<file path="src/rtl/io_bus_ctrl.sv">
// I/O port sequencer for IOR/IOW: stalls the CU and runs a 4-phase strobe/ack handshake.
// Latency: minimum 4 cycles from the accept edge to cu_done; a timeout bounds each wait at TIMEOUT cycles.
// Backpressure: cu_busy stalls the CU; cu_req is sampled only in IDLE, so one transaction runs per IDLE visit.
module io_bus_ctrl #(
    parameter int DATA_W  = 16,
    parameter int ADDR_W  = 16,
    parameter int TIMEOUT = 15
) (
    input  logic              clk,
    input  logic              rst,
    input  logic              cu_req,
    input  logic              cu_we,
    input  logic [ADDR_W-1:0] cu_addr,
    input  logic [DATA_W-1:0] cu_wdata,
    output logic              cu_busy,
    output logic              cu_done,
    output logic [DATA_W-1:0] cu_rdata,
    output logic              cu_err,
    output logic [ADDR_W-1:0] io_addr,
    output logic [DATA_W-1:0] io_wdata,
    output logic              io_rd,
    output logic              io_wr,
    input  logic              io_ack,
    input  logic [DATA_W-1:0] io_rdata
);

    localparam int CNT_W = $clog2(TIMEOUT + 1);

    typedef enum logic [2:0] {
        IDLE,
        SETUP,
        STROBE,
        RELEASE,
        DONE
    } state_t;

    state_t            state, state_nxt;
    logic [CNT_W-1:0]  cnt, cnt_nxt;
    logic              we_q, we_nxt;
    logic [ADDR_W-1:0] addr_nxt;
    logic [DATA_W-1:0] wdata_nxt;
    logic [DATA_W-1:0] rdata_nxt;
    logic              err_nxt;
    logic              rd_nxt, wr_nxt, busy_nxt, done_nxt;

    // cnt holds the number of cycles already spent in the current wait state,
    // so cnt_plus is the count including the cycle now ending.
    logic [CNT_W:0]    cnt_plus;
    logic [CNT_W-1:0]  cnt_sat;
    logic              limit_hit;

    // Saturating increment and timeout detection for the wait counter
    always_comb begin
        cnt_plus  = {1'b0, cnt} + {{CNT_W{1'b0}}, 1'b1};
        limit_hit = (cnt_plus >= (CNT_W + 1)'(TIMEOUT));
        cnt_sat   = (cnt == CNT_W'(TIMEOUT)) ? cnt : cnt + CNT_W'(1);
    end

    // Next-state and next-output logic; outputs are decoded from the next state
    // so that every output is driven straight from a flop.
    always_comb begin
        state_nxt = state;
        cnt_nxt   = cnt;
        we_nxt    = we_q;
        addr_nxt  = io_addr;
        wdata_nxt = io_wdata;
        rdata_nxt = cu_rdata;
        err_nxt   = cu_err;

        case (state)
            IDLE: begin
                if (cu_req) begin
                    we_nxt    = cu_we;
                    addr_nxt  = cu_addr;
                    wdata_nxt = cu_wdata;
                    err_nxt   = 1'b0;
                    state_nxt = SETUP;
                end
            end
            SETUP: begin
                cnt_nxt   = '0;
                state_nxt = STROBE;
            end
            STROBE: begin
                // An ack in the final allowed cycle still counts as a success.
                if (io_ack) begin
                    if (!we_q) begin
                        rdata_nxt = io_rdata;
                    end
                    cnt_nxt   = '0;
                    state_nxt = RELEASE;
                end else if (limit_hit) begin
                    err_nxt = 1'b1;
                    if (!we_q) begin
                        rdata_nxt = '1;
                    end
                    cnt_nxt   = '0;
                    state_nxt = RELEASE;
                end else begin
                    cnt_nxt = cnt_sat;
                end
            end
            RELEASE: begin
                if (!io_ack) begin
                    state_nxt = DONE;
                end else if (limit_hit) begin
                    err_nxt   = 1'b1;
                    state_nxt = DONE;
                end else begin
                    cnt_nxt = cnt_sat;
                end
            end
            DONE: begin
                state_nxt = IDLE;
            end
            default: begin
                state_nxt = IDLE;
            end
        endcase

        rd_nxt   = (state_nxt == STROBE) && !we_nxt;
        wr_nxt   = (state_nxt == STROBE) && we_nxt;
        busy_nxt = (state_nxt == SETUP) || (state_nxt == STROBE) || (state_nxt == RELEASE);
        done_nxt = (state_nxt == DONE);
    end

    // State, counter and registered outputs
    always_ff @(posedge clk) begin
        if (rst) begin
            state    <= IDLE;
            cnt      <= '0;
            we_q     <= 1'b0;
            io_addr  <= '0;
            io_wdata <= '0;
            io_rd    <= 1'b0;
            io_wr    <= 1'b0;
            cu_busy  <= 1'b0;
            cu_done  <= 1'b0;
            cu_rdata <= '0;
            cu_err   <= 1'b0;
        end else begin
            state    <= state_nxt;
            cnt      <= cnt_nxt;
            we_q     <= we_nxt;
            io_addr  <= addr_nxt;
            io_wdata <= wdata_nxt;
            io_rd    <= rd_nxt;
            io_wr    <= wr_nxt;
            cu_busy  <= busy_nxt;
            cu_done  <= done_nxt;
            cu_rdata <= rdata_nxt;
            cu_err   <= err_nxt;
        end
    end

endmodule

</file>
<file path="config.mk">
export PLATFORM = sky130hd
export DESIGN_NAME = io_bus_ctrl
export DESIGN_NICKNAME = d
export VERILOG_FILES = /design/src/rtl/io_bus_ctrl.sv
export SDC_FILE = /design/constraint.sdc
export NUM_CORES = 1
export LEC_CHECK = 0
export ABC_CLOCK_PERIOD_IN_PS = 2600
export BUFFER_PORTS_ARGS = -buffer_cell sky130_fd_sc_hd__buf_4
export CAP_MARGIN = 20
export CELL_PAD_IN_SITES_DETAIL_PLACEMENT = 0
export CELL_PAD_IN_SITES_GLOBAL_PLACEMENT = 1
export CORE_MARGIN = 3
export CORE_UTILIZATION = 35
export CTS_BUF_LIST = sky130_fd_sc_hd__clkbuf_8
export DETAILED_ROUTE_END_ITERATION = 7
export MAX_ROUTING_LAYER = met4
export PLACE_DENSITY = 0.87
export SLEW_MARGIN = 10
export SYNTH_ARGS = -nofsm -noshare
export SYNTH_HDL_FRONTEND = slang
export SYNTH_SLANG_ARGS = --single-unit
</file>
<file path="constraint.sdc">
create_clock -name clk -period 2.6 [get_ports clk]
set_input_delay 0 -clock clk [delete_from_list [all_inputs] [get_ports clk]]
set_output_delay 0 -clock clk [all_outputs]
set_load 0.05 [all_outputs]
</file>
# == After elaboration in Yosys (flattened, before gate mapping) ==
# Cells that the tools add are included.
# word_totals
in_bits,53
wordCells,63
output_inout_bits,53
regBits,61
# classes
n_mux,23
order_cmp,1
bitwise,1
n_eq_ne,12
n_reduce_logical,13
addsub,2
# ops
op,count
16-bit 2-to-1 mux,4
4-bit 2-to-1 mux,5
3-bit 2-to-1 mux,5
"3-bit by 2-bit equality test with 1-bit output, second input constant",4
3-bit one-hot mux with 4 select lines,1
4-bit one-hot mux with 3 select lines,1
"2-bit != test, second input constant",4
"3-bit by 1-bit equality test with 1-bit output, second input constant",2
1-bit 2-to-1 mux,6
3-bit AND reduction,2
3-bit nonzero test,2
"4-bit by 1-bit adder with 5-bit output, second input constant",1
"5-bit by 4-bit >= comparator with 1-bit output, second input constant",1
"4-bit by 1-bit adder with 4-bit output, second input constant",1
"4-bit equality test, second input constant",1
4-bit AND reduction,1
"3-bit equality test, second input constant",1
3-bit zero test,1
1-bit one-hot mux with 3 select lines,1
1-bit logical AND,2
1-bit logical OR,2
2-bit AND reduction,1
2-bit nonzero test,1
1-bit zero test,1
1-bit inverter,1

# == Logic depth before layout (Yosys ltp) ==
# depth
word_depth,8
depth_mapped,8
depth_no_buf,7

# == Worst setup path after synthesis ==
# No wires, ideal clock.
# synth_path
kind,register to register
startpoint,register cnt[0]
endpoint,register cnt[2]
setup_slack_ns,0.741
period_less_slack_ns,1.859
n_path_buf,0
t_required_ns,2.520
setup_time_ns,0.080
arrival_ns,1.780
stages_incl_launch_ff,8
cell_sequence,dfxtp_1 > inv_1 > ha_1 > o21ba_2 > o211a_1 > o31ai_4 > nand2_1 > a211oi_2
# synth_between
elab_chain_len,5
word_cells_on_any_way,12
classes_between,add/sub (2); order compare (1); eq/ne (2); mux (6); reduce/logical (1)
# synth_lines
element,line_no,source
start: declaration,38,"logic [CNT_W-1:0] cnt, cnt_nxt;"
start signal: assignment,143,cnt <= cnt_nxt;
4-bit by 1-bit adder with 5-bit output (tied with other cells),54,"cnt_plus = {1'b0, cnt} + {{CNT_W{1'b0}}, 1'b1};"
5-bit by 4-bit >= comparator with 1-bit output / 4-bit 2-to-1 mux (equally long branches),"55, 56",
"4-bit 2-to-1 mux, on equally long branches","92, 106",
"4-bit 2-to-1 mux, on equally long branches","86, 104",
4-bit one-hot mux with 3 select lines,70,case (state)
# Parallel ways exist; a longest one is shown, timed or not. The select of a mux whose other input is x is not followed.
# A chain may end at the register's enable or synchronous reset.

# == Final worst setup path ==
# layout_path
startpoint,register cnt[0]
endpoint,register cu_rdata[1]
# layout_between
elab_chain_len,4
# layout_lines
element,line_no,source
4-bit by 1-bit adder with 5-bit output,54,
5-bit by 4-bit >= comparator with 1-bit output,55,limit_hit = (cnt_plus >= (CNT_W + 1)'(TIMEOUT));
2-bit nonzero test (no source line),-,
3-bit AND reduction (no source line),-,
end signal: assignment,151,cu_rdata <= rdata_nxt;
end: declaration,17,"output logic [DATA_W-1:0] cu_rdata,"
# No other way between the ends.

==> flow_metrics.tcl <==
set metrics [dict create \
    combined_flip_flop_and_latch_cell_area_um2 1221 \
    clk_pin_slew_ns 0.06 \
    crit_path_end_kind "flop" \
    synth.largest_area_cell "sky130_fd_sc_hd__dfxtp_1" \
    result_of_the_run "completed" \
    maxCapViolations 0 \
    global_route_wire_length_before_repair_um 10730 \
    drt_iter0_markers 87 \
    start_util_pct 37.30 \
    crit_required_ns 2.87 \
    synthesis.yosys.warnings 0 \
    min_path_cells 4 \
    slew_headroom_pct 56.14 \
    area_delta_synth_final_pct 60.67 \
    worst_pin_slew_ns 0.6579 \
    hold_path.class "in -> reg" \
    power-per-cell-area_nw_per_um2 622.3 \
    totalNegativeSetupSlack_ns 0 \
    detailedPlacementHpwl_um 4307 \
    num_io_pins 106 \
    worstSkewPairLatency_ns 0.33 \
    number_of_buffers_on_the_longest_clock_path 2 \
    final_layout_size_suffix_gt1_share_pct 29.73 \
    worst_setup_path_start_kind "flop" \
    synthAdderAreaFrac_pct 1.021 \
    final_max_slew_viol_count 0 \
    synth-seq-cells 61 \
    final.setup.worst_slack_ns 0.5347 \
    r2r_cells 7 \
    vias 2463 \
    power.static_leakage_nw 1.755 \
    multi_input_area_um2 1086 \
    skew_ns 0.01202 \
    synth-main-ff-cell "sky130_fd_sc_hd__dfxtp_1" \
    count_of_final_setup_violators 0 \
    ys_async_sr_fraction_pct 0 \
    dr.pass1.iters 4 \
    routed_wl_um 6814 \
    clk_root_buffer_cell "sky130_fd_sc_hd__clkbuf_8" \
    post_synth_cell_types 39 \
    dominant_combinational_cell_family_by_area_after_synthesis "compound AO/OA/AOI/OAI gates" \
    post-place-ws_ns 0.5595 \
    fp.dieW_um 89.67 \
    reg2reg_setup_slack_ns 0.53 \
    synth_common_cells "sky130_fd_sc_hd__nand2_1 (78), sky130_fd_sc_hd__dfxtp_1 (61), sky130_fd_sc_hd__a21oi_1 (53), sky130_fd_sc_hd__inv_1 (19), sky130_fd_sc_hd__o21a_1 (16)" \
    ys_top_cells_by_area "sky130_fd_sc_hd__dfxtp_1 (50%), sky130_fd_sc_hd__nand2_1 (12%), sky130_fd_sc_hd__a21oi_1 (11%)" \
    grt_antenna_before_repair 0 \
    hold_path_end "cu_rdata[7]$_SDFFE_PP0P_" \
    syn-instance-count 293 \
    n_antenna_cell 0 \
    final_util_pct 59.94 \
    grt_usage_pct 17.39 \
    first_global_vias 2426 \
    post_synth_instance_area_um2 2450 \
    syn-mean-instance-area_um2 8.361 \
    maxClockFrequency_ghz 0.4842 \
    yosysTopAreaCellShare_pct 49.85 \
    std_cell_rows 29 \
    synthSimpleGateAreaFrac_pct 19.77 \
    antenna_violating_nets_post_route 0 \
    clkSinkCount 61 \
    complex_gate_fraction_of_the_synthesized_area_pct 21.45 \
    numCtsBuffers 9 \
    final.fill_count 600 \
    critPathKind "reg -> reg" \
    multiplexer_fraction_of_the_synthesized_cell_area_pct 1.021 \
    vdd_ir_drop_max_mv 0.3040 \
    most_numerous_cell_in_the_yosys_netlist "sky130_fd_sc_hd__nand2_1" \
    finalWeightedCongestion 0.8749 \
    cts_resized 0 \
    routedWlPerCell_um 12.69 \
    worstPathMaxFanout 16 \
    syn-num-nets 348 \
    die_area_um2 8040 \
    synth_seq_area_share_pct 49.85 \
    synth_enable_flop_cells 0 \
    vias_per_std_cell 4.587 \
    grt_max_degree 61 \
    cts_htree_levels 3 \
    cts_tree "done" \
    area_of_the_core_region_um2 6568 \
    regToRegEndpoint "cu_rdata[1]$_SDFFE_PP0P_" \
    fin_crit_sh_pct 79.44 \
    drcViolationCount 0 \
    post_synth_xor_area_fraction_pct 0.7150 \
    post-route-min-period_ns 2.065 \
    die_span_in_y_um 89.67 \
    num-nets-final 494 \
    worstPathArrival_ns 2.33 \
    rsz0062_at_grt "false" \
    report.final.hold_viol_count 0 \
    io_buffers 105 \
    holdCritStartpoint "io_rdata[7]" \
    gr-total-overflow 0 \
    timing.rr.start "cnt[0]$_SDFFE_PP0P_" \
]
==> worst max-delay path, stage by stage (launching register included) <==
cell and delay [ns]:
sky130_fd_sc_hd__dfxtp_1 0.44, sky130_fd_sc_hd__inv_1 0.07, sky130_fd_sc_hd__ha_1 0.30, sky130_fd_sc_hd__o21ba_2 0.22, sky130_fd_sc_hd__o21ai_1 0.22, sky130_fd_sc_hd__nand2_1 0.15
sky130_fd_sc_hd__a21oi_4 0.44, sky130_fd_sc_hd__o21a_1 0.16
==> power breakdown <==
group | internal, mW | leakage [nW] | total, mW | switching, mW
logic | 0.235 | 1.15 | 0.599 | 0.364
registers | 0.996 | 0.498 | 1.04 | 0.0415
clock network | 0.458 | 0.105 | 0.813 | 0.354
total | 1.69 | 1.75 | 2.45 | 0.760
==> registers in the layout, indices dropped and copies added, names as in the netlist <==
| name | cells |
|---|---|
| io_wdata | 16 |
| io_wr | 1 |
| cu_done | 1 |
| cu_rdata | 16 |
| cnt | 4 |
| io_addr | 16 |
| we_q | 1 |
| io_rd | 1 |
| cu_err | 1 |
| state | 3 |
| cu_busy | 1 |
==> cell type report <==
cell class	count	area share, %
Tap cell	93	2.956
Inverter	19	1.812
Timing Repair Buffer	152	31.72
Sequential cell	61	31.02
Clock buffer	10	3.496
Clock inverter	6	1.399
Multi-Input combinational cell	196	27.59
==> placed cells by master, fill, tap and decap left out, types with 2 or more instances in the layout <==
cell,Yosys,routed
sky130_fd_sc_hd__nor4b_1,2,2
sky130_fd_sc_hd__ha_1,2,2
sky130_fd_sc_hd__clkinv_2,0,2
sky130_fd_sc_hd__dfxtp_1,61,61
sky130_fd_sc_hd__o31ai_1,2,2
sky130_fd_sc_hd__o21a_1,16,16
sky130_fd_sc_hd__dlygate4sd3_1,0,43
sky130_fd_sc_hd__clkbuf_8,0,10
sky130_fd_sc_hd__inv_1,19,21
sky130_fd_sc_hd__xnor2_1,2,2
sky130_fd_sc_hd__a21oi_1,53,53
sky130_fd_sc_hd__a211oi_2,2,2
sky130_fd_sc_hd__nand3b_1,6,6
sky130_fd_sc_hd__nor2_1,9,9
sky130_fd_sc_hd__nand2_1,78,78
sky130_fd_sc_hd__nand2b_1,2,2
sky130_fd_sc_hd__buf_4,1,109
==> routing by layer <==
metal / part of all wire [%] / wire (um) / global-route usage (%)
met1: 46 / 3104 / 20.73
met2: 44 / 2994 / 27.86
met3: 8.8 / 597 / 5.201
met4: 1.7 / 117 / 6.089
met5: 0 / 0 / -
==> worst max-delay path by stage <==
| stage | from | end | slack, ns |
|---|---|---|---|
| 3_5_place_dp | cnt[0]$_SDFFE_PP0P_ | cnt[1]$_SDFFE_PP0P_ | 0.56 |
| 4_1_cts | cnt[0]$_SDFFE_PP0P_ | cu_rdata[1]$_SDFFE_PP0P_ | 0.54 |
| 3_3_place_gp | cnt[0]$_SDFFE_PP0P_ | cnt[1]$_SDFFE_PP0P_ | 0.62 |
| 6_report | cnt[0]$_SDFFE_PP0P_ | cu_rdata[1]$_SDFFE_PP0P_ | 0.53 |
| 2_1_floorplan | cnt[0]$_SDFFE_PP0P_ | cnt[2]$_SDFFE_PP0P_ | 0.74 |
| 5_1_grt | cnt[0]$_SDFFE_PP0P_ | cnt[2]$_SDFFE_PP0P_ | 0.39 |
==> stage by stage <==
| step | power [mW] | std cells | hold slack (ns) | area [um^2] |
|---|---|---|---|---|
| floorplan | 1.410 | 293 | 0.1360 | 2450 |
| CTS | 2.476 | 537 | 0.0006786 | 3936 |
| global route | 2.570 | 537 | 0.02257 | 3936 |
| detailed placement | 1.605 | 478 | 0.2559 | 3313 |
| global placement | 1.599 | 478 | 0.2463 | 3313 |
| finish | 2.449 | 537 | 0.01392 | 3936 |
==> cells by family after synthesis <==
| group | after synthesis |
|---|---|
| compound gates | 83 |
| xor+xnor | 2 |
| fa+ha+maj | 2 |
| buf+inv | 36 |
| flops | 61 |
| mux | 2 |
| simple gates | 107 |
==> what timing repair did <==
| item | 4_1_cts | 5_1_grt |
|---|---|---|
| hold buffers | 43 | 0 |
| setup endpoints to repair | 0 | 0 |
| hold endpoints to repair | 43 | 0 |
| buffers inserted | 0 | 0 |
Power figures use the tool's default switching activity.
